### src/rtl/rx_sync_fifo.sv
// First-word-fall-through FIFO for checked frames; flags a registered
// overrun pulse when a push is refused.
module rx_sync_fifo #(
    parameter int WIDTH = 10,
    parameter int DEPTH = 4
) (
    input  logic             clk,
    input  logic             rst_n,
    input  logic             i_push,
    input  logic [WIDTH-1:0] i_data,
    input  logic             i_ready,
    output logic             o_valid,
    output logic [WIDTH-1:0] o_data,
    output logic             o_overrun
);

    localparam int AW = $clog2(DEPTH);
    localparam logic [AW:0] FULL_CNT = (AW+1)'(DEPTH);

    logic [WIDTH-1:0] r_mem [DEPTH];
    logic [AW-1:0]    r_wr_ptr;
    logic [AW-1:0]    r_rd_ptr;
    logic [AW:0]      r_count;
    logic             r_overrun;

    logic w_pop;
    logic w_full;
    logic w_push_ok;

    assign w_pop     = (r_count != '0) & i_ready;
    assign w_full    = (r_count == FULL_CNT);
    // A full FIFO still accepts when the head leaves in the same cycle
    assign w_push_ok = i_push & (~w_full | w_pop);

    always_ff @(posedge clk or negedge rst_n) begin
        if (!rst_n) begin
            for (int i = 0; i < DEPTH; i++) begin
                r_mem[i] <= '0;
            end
            r_wr_ptr  <= '0;
            r_rd_ptr  <= '0;
            r_count   <= '0;
            r_overrun <= 1'b0;
        end else begin
            if (w_push_ok) begin
                r_mem[r_wr_ptr] <= i_data;
                r_wr_ptr        <= r_wr_ptr + 1'b1;
            end
            if (w_pop) begin
                r_rd_ptr <= r_rd_ptr + 1'b1;
            end
            unique case ({w_push_ok, w_pop})
                2'b10:   r_count <= r_count + 1'b1;
                2'b01:   r_count <= r_count - 1'b1;
                default: r_count <= r_count;
            endcase
            r_overrun <= i_push & ~w_push_ok;
        end
    end

    assign o_valid   = (r_count != '0);
    assign o_data    = r_mem[r_rd_ptr];
    assign o_overrun = r_overrun;

endmodule

### config.mk
export PLATFORM = sky130hd
export DESIGN_NAME = rx_sync_fifo
export DESIGN_NICKNAME = d
export VERILOG_FILES = /design/src/rtl/rx_sync_fifo.sv
export SDC_FILE = /design/constraint.sdc
export NUM_CORES = 1
export LEC_CHECK = 0
export CAP_MARGIN = 20
export CORE_MARGIN = 4
export CORE_UTILIZATION = 35
export DETAILED_ROUTE_END_ITERATION = 16
export GPL_ROUTABILITY_DRIVEN = 0
export GPL_TIMING_DRIVEN = 0
export PLACE_DENSITY_LB_ADDON = 0.3
export SYNTH_ARGS = -nofsm -noshare
export SYNTH_HDL_FRONTEND = slang
export SYNTH_SLANG_ARGS = --single-unit
### constraint.sdc
create_clock -name clk -period 2.3 [get_ports clk]
set_input_delay 0.23 -clock clk [delete_from_list [all_inputs] [get_ports clk]]
set_output_delay 0.23 -clock clk [all_outputs]
set_load 0.01 [all_outputs]
; ---- After elaboration in Yosys (flattened, before gate mapping)
; Index checks and enable logic that the tools add are counted.
[totals]
latchBits = 0
ramBits = 0
input_bits = 14
register_bits = 48
romBits = 0
n_memories = 0
[classes]
shifts = 0
addsub = 4
n_reduce_logical = 3
n_bitwise = 8
n_lt_le_gt_ge = 3
n_eq_ne = 3
mux = 7
div = 0
mul = 0
[ops]
columns = op, n
row1 = 40-bit bitwise mux, 1
row2 = 10-bit two-way mux, 3
row3 = 10-bit binary-select mux with 2-bit select, 1
row4 = 10-bit demux with 2-bit select, 1
row5 = 3-bit greater-or-equal comparator (second input constant), 2
row6 = 2-bit inverter with 3-bit output, 2
row7 = 3-bit one-hot mux with 2 select lines, 1
row8 = 2-bit by 1-bit adder with 2-bit output (second input constant), 2
row9 = 3-bit by 1-bit adder with 3-bit output (second input constant), 1
row10 = 1-bit AND, 3
row11 = 3-bit == test (second input constant), 1
row12 = 3-bit by 1-bit less-than comparator with 1-bit output (second input constant), 1
row13 = 3-bit nonzero test, 1
row14 = 3-bit by 1-bit subtractor with 3-bit output (second input constant), 1
row15 = 2-bit by 1-bit == test with 1-bit output (second input constant), 1
row16 = 2-bit == test (second input constant), 1
row17 = 1-bit inverter, 2
row18 = 2-bit nonzero test, 1
row19 = 1-bit logical AND, 1
row20 = 1-bit bitwise OR, 1

; ---- Logic depth before layout (Yosys ltp)
[logic_depth]
depth_word = 6
ltp_mapped = 7
ltp_nobuf = 7

; ---- Worst setup path after synthesis
; Ideal clock, no wire load.
[synth_path]
path_kind = register to register
start = reg r_count[1]
end = reg r_count[1]
arrival_time_ns = 1.974
path_slack_ns = 0.239
t_required_ns = 2.213
synth_period_minus_slack_ns = 2.061
setup_ns = 0.087
path_stages_with_launch = 8
path_cell_list = dfrtp_1 or3_1 nand2_1 or2_2 fa_1 o21ba_2 o211ai_1 a22oi_1
[synth_via]
elab_chain_len = 6
word_cells_on_any_way = 12
cone_classes = 2 x add/sub / 3 x eq/ne / 1 x mux / 4 x bitwise / 2 x reduce/logical
[synth_lines]
columns = element, line_no
row1 = from (decl), 23  ; logic [AW:0] r_count;
row2 = from (signal assigned), 53  ; 2'b10: r_count <= r_count + 1'b1;
row3 = from (signal assigned), 54  ; 2'b01: r_count <= r_count - 1'b1;
row4 = from (signal assigned), 55  ; default: r_count <= r_count;
row5 = 3-bit nonzero test *, n/a
row6 = net o_valid, 12  ; output logic o_valid,
row7 = 1-bit AND *, 30  ; assign w_pop = (r_count != '0) & i_ready;
row8 = 1-bit bitwise OR, 33  ; assign w_push_ok = i_push & (~w_full | w_pop);
row9 = 1-bit AND, 33
row10 = 2-bit by 1-bit == test with 1-bit output / 2-bit == test (equally long branches), 52  ; unique case ({w_push_ok, w_pop})
row11 = 3-bit one-hot mux with 2 select lines / 2-bit nonzero test (equally long branches), n/a
; The timed path passes the listed nets; every way through them passes the cells marked *.
; A chain may end at the register's enable or synchronous reset.

; ---- Worst setup path in the final report
[layout_path]
start = reg r_count[1]
end = reg r_count[1]
[layout_via]
elab_chain_len = 6
word_cells_on_any_way = 12
cone_classes = 2 x add/sub / 3 x eq/ne / 1 x mux / 4 x bitwise / 2 x reduce/logical
[layout_lines]
columns = element, line_no
row1 = 3-bit nonzero test / 3-bit == test (equally long branches), "30, 31"
row2 = 1-bit AND / 1-bit inverter (equally long branches), "30, 33"
row3 = 1-bit bitwise OR, 33
row4 = 1-bit AND, 33
row5 = 2-bit by 1-bit == test with 1-bit output / 2-bit == test (equally long branches), 52
row6 = 3-bit one-hot mux with 2 select lines / 2-bit nonzero test (equally long branches), n/a
; Several ways; a longest one is shown, not always the timed one.

==> results.txt <==
----------------------------------------------------
[Outcome]
  Run status ... finished clean

[Cells and area]
  Total of fill cells in the finished design ... 540
  Layout area overhead ... 22.5%
  Flip-flop and latch area ... 0.00120 sq mm
  NumNets Final ... 200
  Inserted Diodes ... 0
  Finished layout cell area ... 0.00274 sq mm
  Share of final-layout standard cells stronger than drive strength 1 ... 40.7%
  Combined area of the multi-input logic cells ... 1000 sq um

[Synth]
  Syn Area/Cell ... 15.1 sq um
  Netlist area before placement ... 0.00223 sq mm
  Share of flip-flops with an asynchronous set or reset after synthesis ... 100%
  Number of synthesized flops with an enable pin ... 0
  Area share of the largest cell type after synthesis ... 53.8%
  Commonest cells post-synth ... sky130_fd_sc_hd__dfrtp_1 (48), sky130_fd_sc_hd__mux2_2 (41), sky130_fd_sc_hd__mux4_2 (10)
  Commonest register cell after synthesis ... sky130_fd_sc_hd__dfrtp_1
  Warning count from the yosys run ... 0
  Cell types with the largest area share after synthesis ... sky130_fd_sc_hd__dfrtp_1 (54%), sky130_fd_sc_hd__mux2_2 (21%), sky130_fd_sc_hd__mux4_2 (10%)
  Count of unique library cells instantiated by Yosys ... 27
  Number of synthesized register bits ... 48
  Gate Count Post-Synth ... 148
  Post-Synthesis Net Count ... 167
  Proportion of synthesized chip area in sequential cells ... 53.8%
  Largest area contributor in the netlist ... sky130_fd_sc_hd__dfrtp_1
  Most frequently used cell type in the post-synthesis netlist ... sky130_fd_sc_hd__dfrtp_1

[Worst setup path]
  Cell with the largest stage delay on the worst path ... sky130_fd_sc_hd__dfrtp_2
  Req. time, crit path ... 2510 ps
  Kind of capture point of the worst setup path ... register
  Register-to-Register Setup Slack ... 120 ps
  Data arrival time of the critical path ... 2390 ps
  Critical Path, Cell by Cell ... or3_1 -> nand2_1 -> or2_2 -> fa_1 -> o21ba_2 -> o211ai_1 -> a22oi_1
  Crit path launch type ... register
  CP max stage delay ... 460 ps
  Kind of critical path ... reg -> reg
  Maximum fanout along the worst path ... 6

[Clocking]
  TritonCTS clock tree ... done
  Root buffer cell ... sky130_fd_sc_hd__clkbuf_8
  Num Clock Sinks ... 48
  Insertion delay of the later-clocked pin in the worst-skew pair ... 290 ps
  Largest buffer count on any clock path ... 2
  H-tree depth reported by CTS ... 2
  Worst-path clk slew ... 90 ps
  Cts bufs inserted ... 5

[GRT]
  GRT Residual Overflow ... 0
  Largest net degree at the start of global routing ... 26
  Initial antenna violation count ... 0
  Via count of the first global-routing pass ... 1534
  Global-route wire length before repair ... 7.44 mm
  Total track usage ... 12.7%

[Timing]
  Final period demand of the worst path ... 2180 ps
  Setup repair after global routing missed its margin ... false
  Hold Fails Final Rpt ... 0
  Transition time at the pin with the least slew margin ... 662 ps
  Post-route setup TNS ... 0 ps
  Portion of the clock cycle consumed by the worst path in the final layout ... 94.7%
  Clock skew ... 6.81 ps
  Final number of max-transition violations ... 0
  Number of setup violations in the final report ... 0
  Peak Freq ... 459 MHz
  Headroom to the max-slew limit ... 55.8%

[Detailed routing]
  Routed wirelength normalized by instance count ... 17.2 um
  DRC violations left ... 0
  Post-detailed-route count of antenna-violating nets ... 0
  Iteration-0 DRC count of the detailed router ... 55
  Average vias per placed instance ... 5.13
  Routed via count ... 1319
  Number of detailed-route iterations in the first pass ... 4
  Final Routed Wirelength ... 4.43 mm

[Worst hold path]
  Class of the most critical hold timing path ... in -> reg

[Die]
  Core outline area ... 0.00606 sq mm
  Initial Util ... 36.8%
  Num ports ... 26
  Die extent in x ... 87.9 um
  Die Area ... 0.00772 sq mm
  Y dimension of the die ... 87.9 um
  # rows ... 28

[Place]
  HPWL after DPL ... 3.19 mm
  Port-buffer cells ... 25
  Area after detailed placement ... 0.00260 sq mm

[Power and ir drop]
  Highest ir drop seen on vdd ... 556 uV
  Power density cells ... 1470 mW/mm^2
  Standby leakage power ... 0.00113 uW

[Run]
  Max_cap viols ... 0

----------------------------------------------------
## report_power, final
group          internal (uW)  leakage [uW]  switching [uW]
Clock                    328     0.0000548             288
Sequential              1280      0.000568             265
Combinational           1150      0.000503             699
## per-layer routing
layer / global-route usage [%] / part of all wire (%) / wire length (um)
met5: 0 / 0 / 0
met4: 3.07 / 0.47 / 21
met3: 3.57 / 3.9 / 171
met2: 24.1 / 56 / 2460
met1: 14.0 / 40 / 1780
## critical path: cells and delay by family (launching register included)
family / cells / cell delay [ps]
compound gates: 3 / 520
simple gates: 3 / 670
fa+ha+maj: 1 / 430
flops: 1 / 460
## path summary, 6_finish.rpt
check,startpoint,end,depth (start not counted)
setup / recovery,r_count[1],r_count[1],7
hold / removal,i_ready,r_rd_ptr[1],3
setup reg to reg,r_count[1],r_count[1],7
hold reg to reg,r_mem[16],r_mem[16],1
max in group asynchronous,rst_n,r_mem[13],3
min in group asynchronous,rst_n,r_rd_ptr[1],2
## sequential cells by signal, summed over array words and instances, names as in the netlist
name and flops:
r_mem 40, r_count 3, r_rd_ptr 2, r_wr_ptr 2
o_overrun 1
## cell type report
cell class	count	share of cell area (%)
timing repair buffer	27	10.4
inverter	4	0.549
buffer	3	0.778
multi-input combinational	92	36.6
clock buffer	5	2.52
clock inverter	3	1.69
sequential	48	44.1
tap	75	3.43
## cells by family (layout without fill, tap and decap cells)
group	after synthesis	after routing	share of synthesized area, %
multiplexers	51	51	30.8
flip-flops	48	48	53.8
AND/OR/NAND/NOR	24	24	6.50
buffers and inverters	8	42	1.46
AO/OA/AOI/OAI	7	7	2.41
adder cells (fa/ha/maj)	5	5	3.14
XOR/XNOR	5	5	1.96
## metrics by stage
step / setup slack (ps) / util [%] / instances / power, uW / hold WS [ps]
after floorplan: 239 / - / 148 / 2700 / -65.6
after global placement: -255 / 42.5 / 248 / 3300 / 483
after detailed placement: -370 / 42.9 / 249 / 3430 / 264
after CTS: 53.4 / 45.0 / 257 / 4070 / 490
after global routing: 14.7 / 45.1 / 257 / 4290 / 473
final: 121 / 45.1 / 257 / 4010 / 424
## what timing repair did
action	4_1_cts	5_1_grt
setup endpoints to repair	10	4
hold endpoints to repair	23	0
hold buffers	1	0
setup buffers	0	0
gates resized for setup	3	4
## placed cells by master (no fill, tap or decap), types with 2 or more instances in the layout
| master | n |
|---|---|
| sky130_fd_sc_hd__nand3_1 | 3 |
| sky130_fd_sc_hd__nand2b_1 | 2 |
| sky130_fd_sc_hd__mux2_2 | 41 |
| sky130_fd_sc_hd__nor2_2 | 4 |
| sky130_fd_sc_hd__nand2_1 | 5 |
| sky130_fd_sc_hd__clkdlybuf4s50_1 | 23 |
| sky130_fd_sc_hd__xnor2_1 | 3 |
| sky130_fd_sc_hd__buf_2 | 2 |
| sky130_fd_sc_hd__mux4_2 | 10 |
| sky130_fd_sc_hd__nor2_1 | 3 |
| sky130_fd_sc_hd__dfrtp_1 | 45 |
| sky130_fd_sc_hd__xor2_1 | 2 |
| sky130_fd_sc_hd__o211ai_1 | 2 |
| sky130_fd_sc_hd__clkbuf_8 | 5 |
| sky130_fd_sc_hd__ha_1 | 4 |
| sky130_fd_sc_hd__or3_1 | 2 |
| sky130_fd_sc_hd__inv_1 | 4 |
| sky130_fd_sc_hd__dfrtp_2 | 3 |
Power figures use the tool's default switching activity.
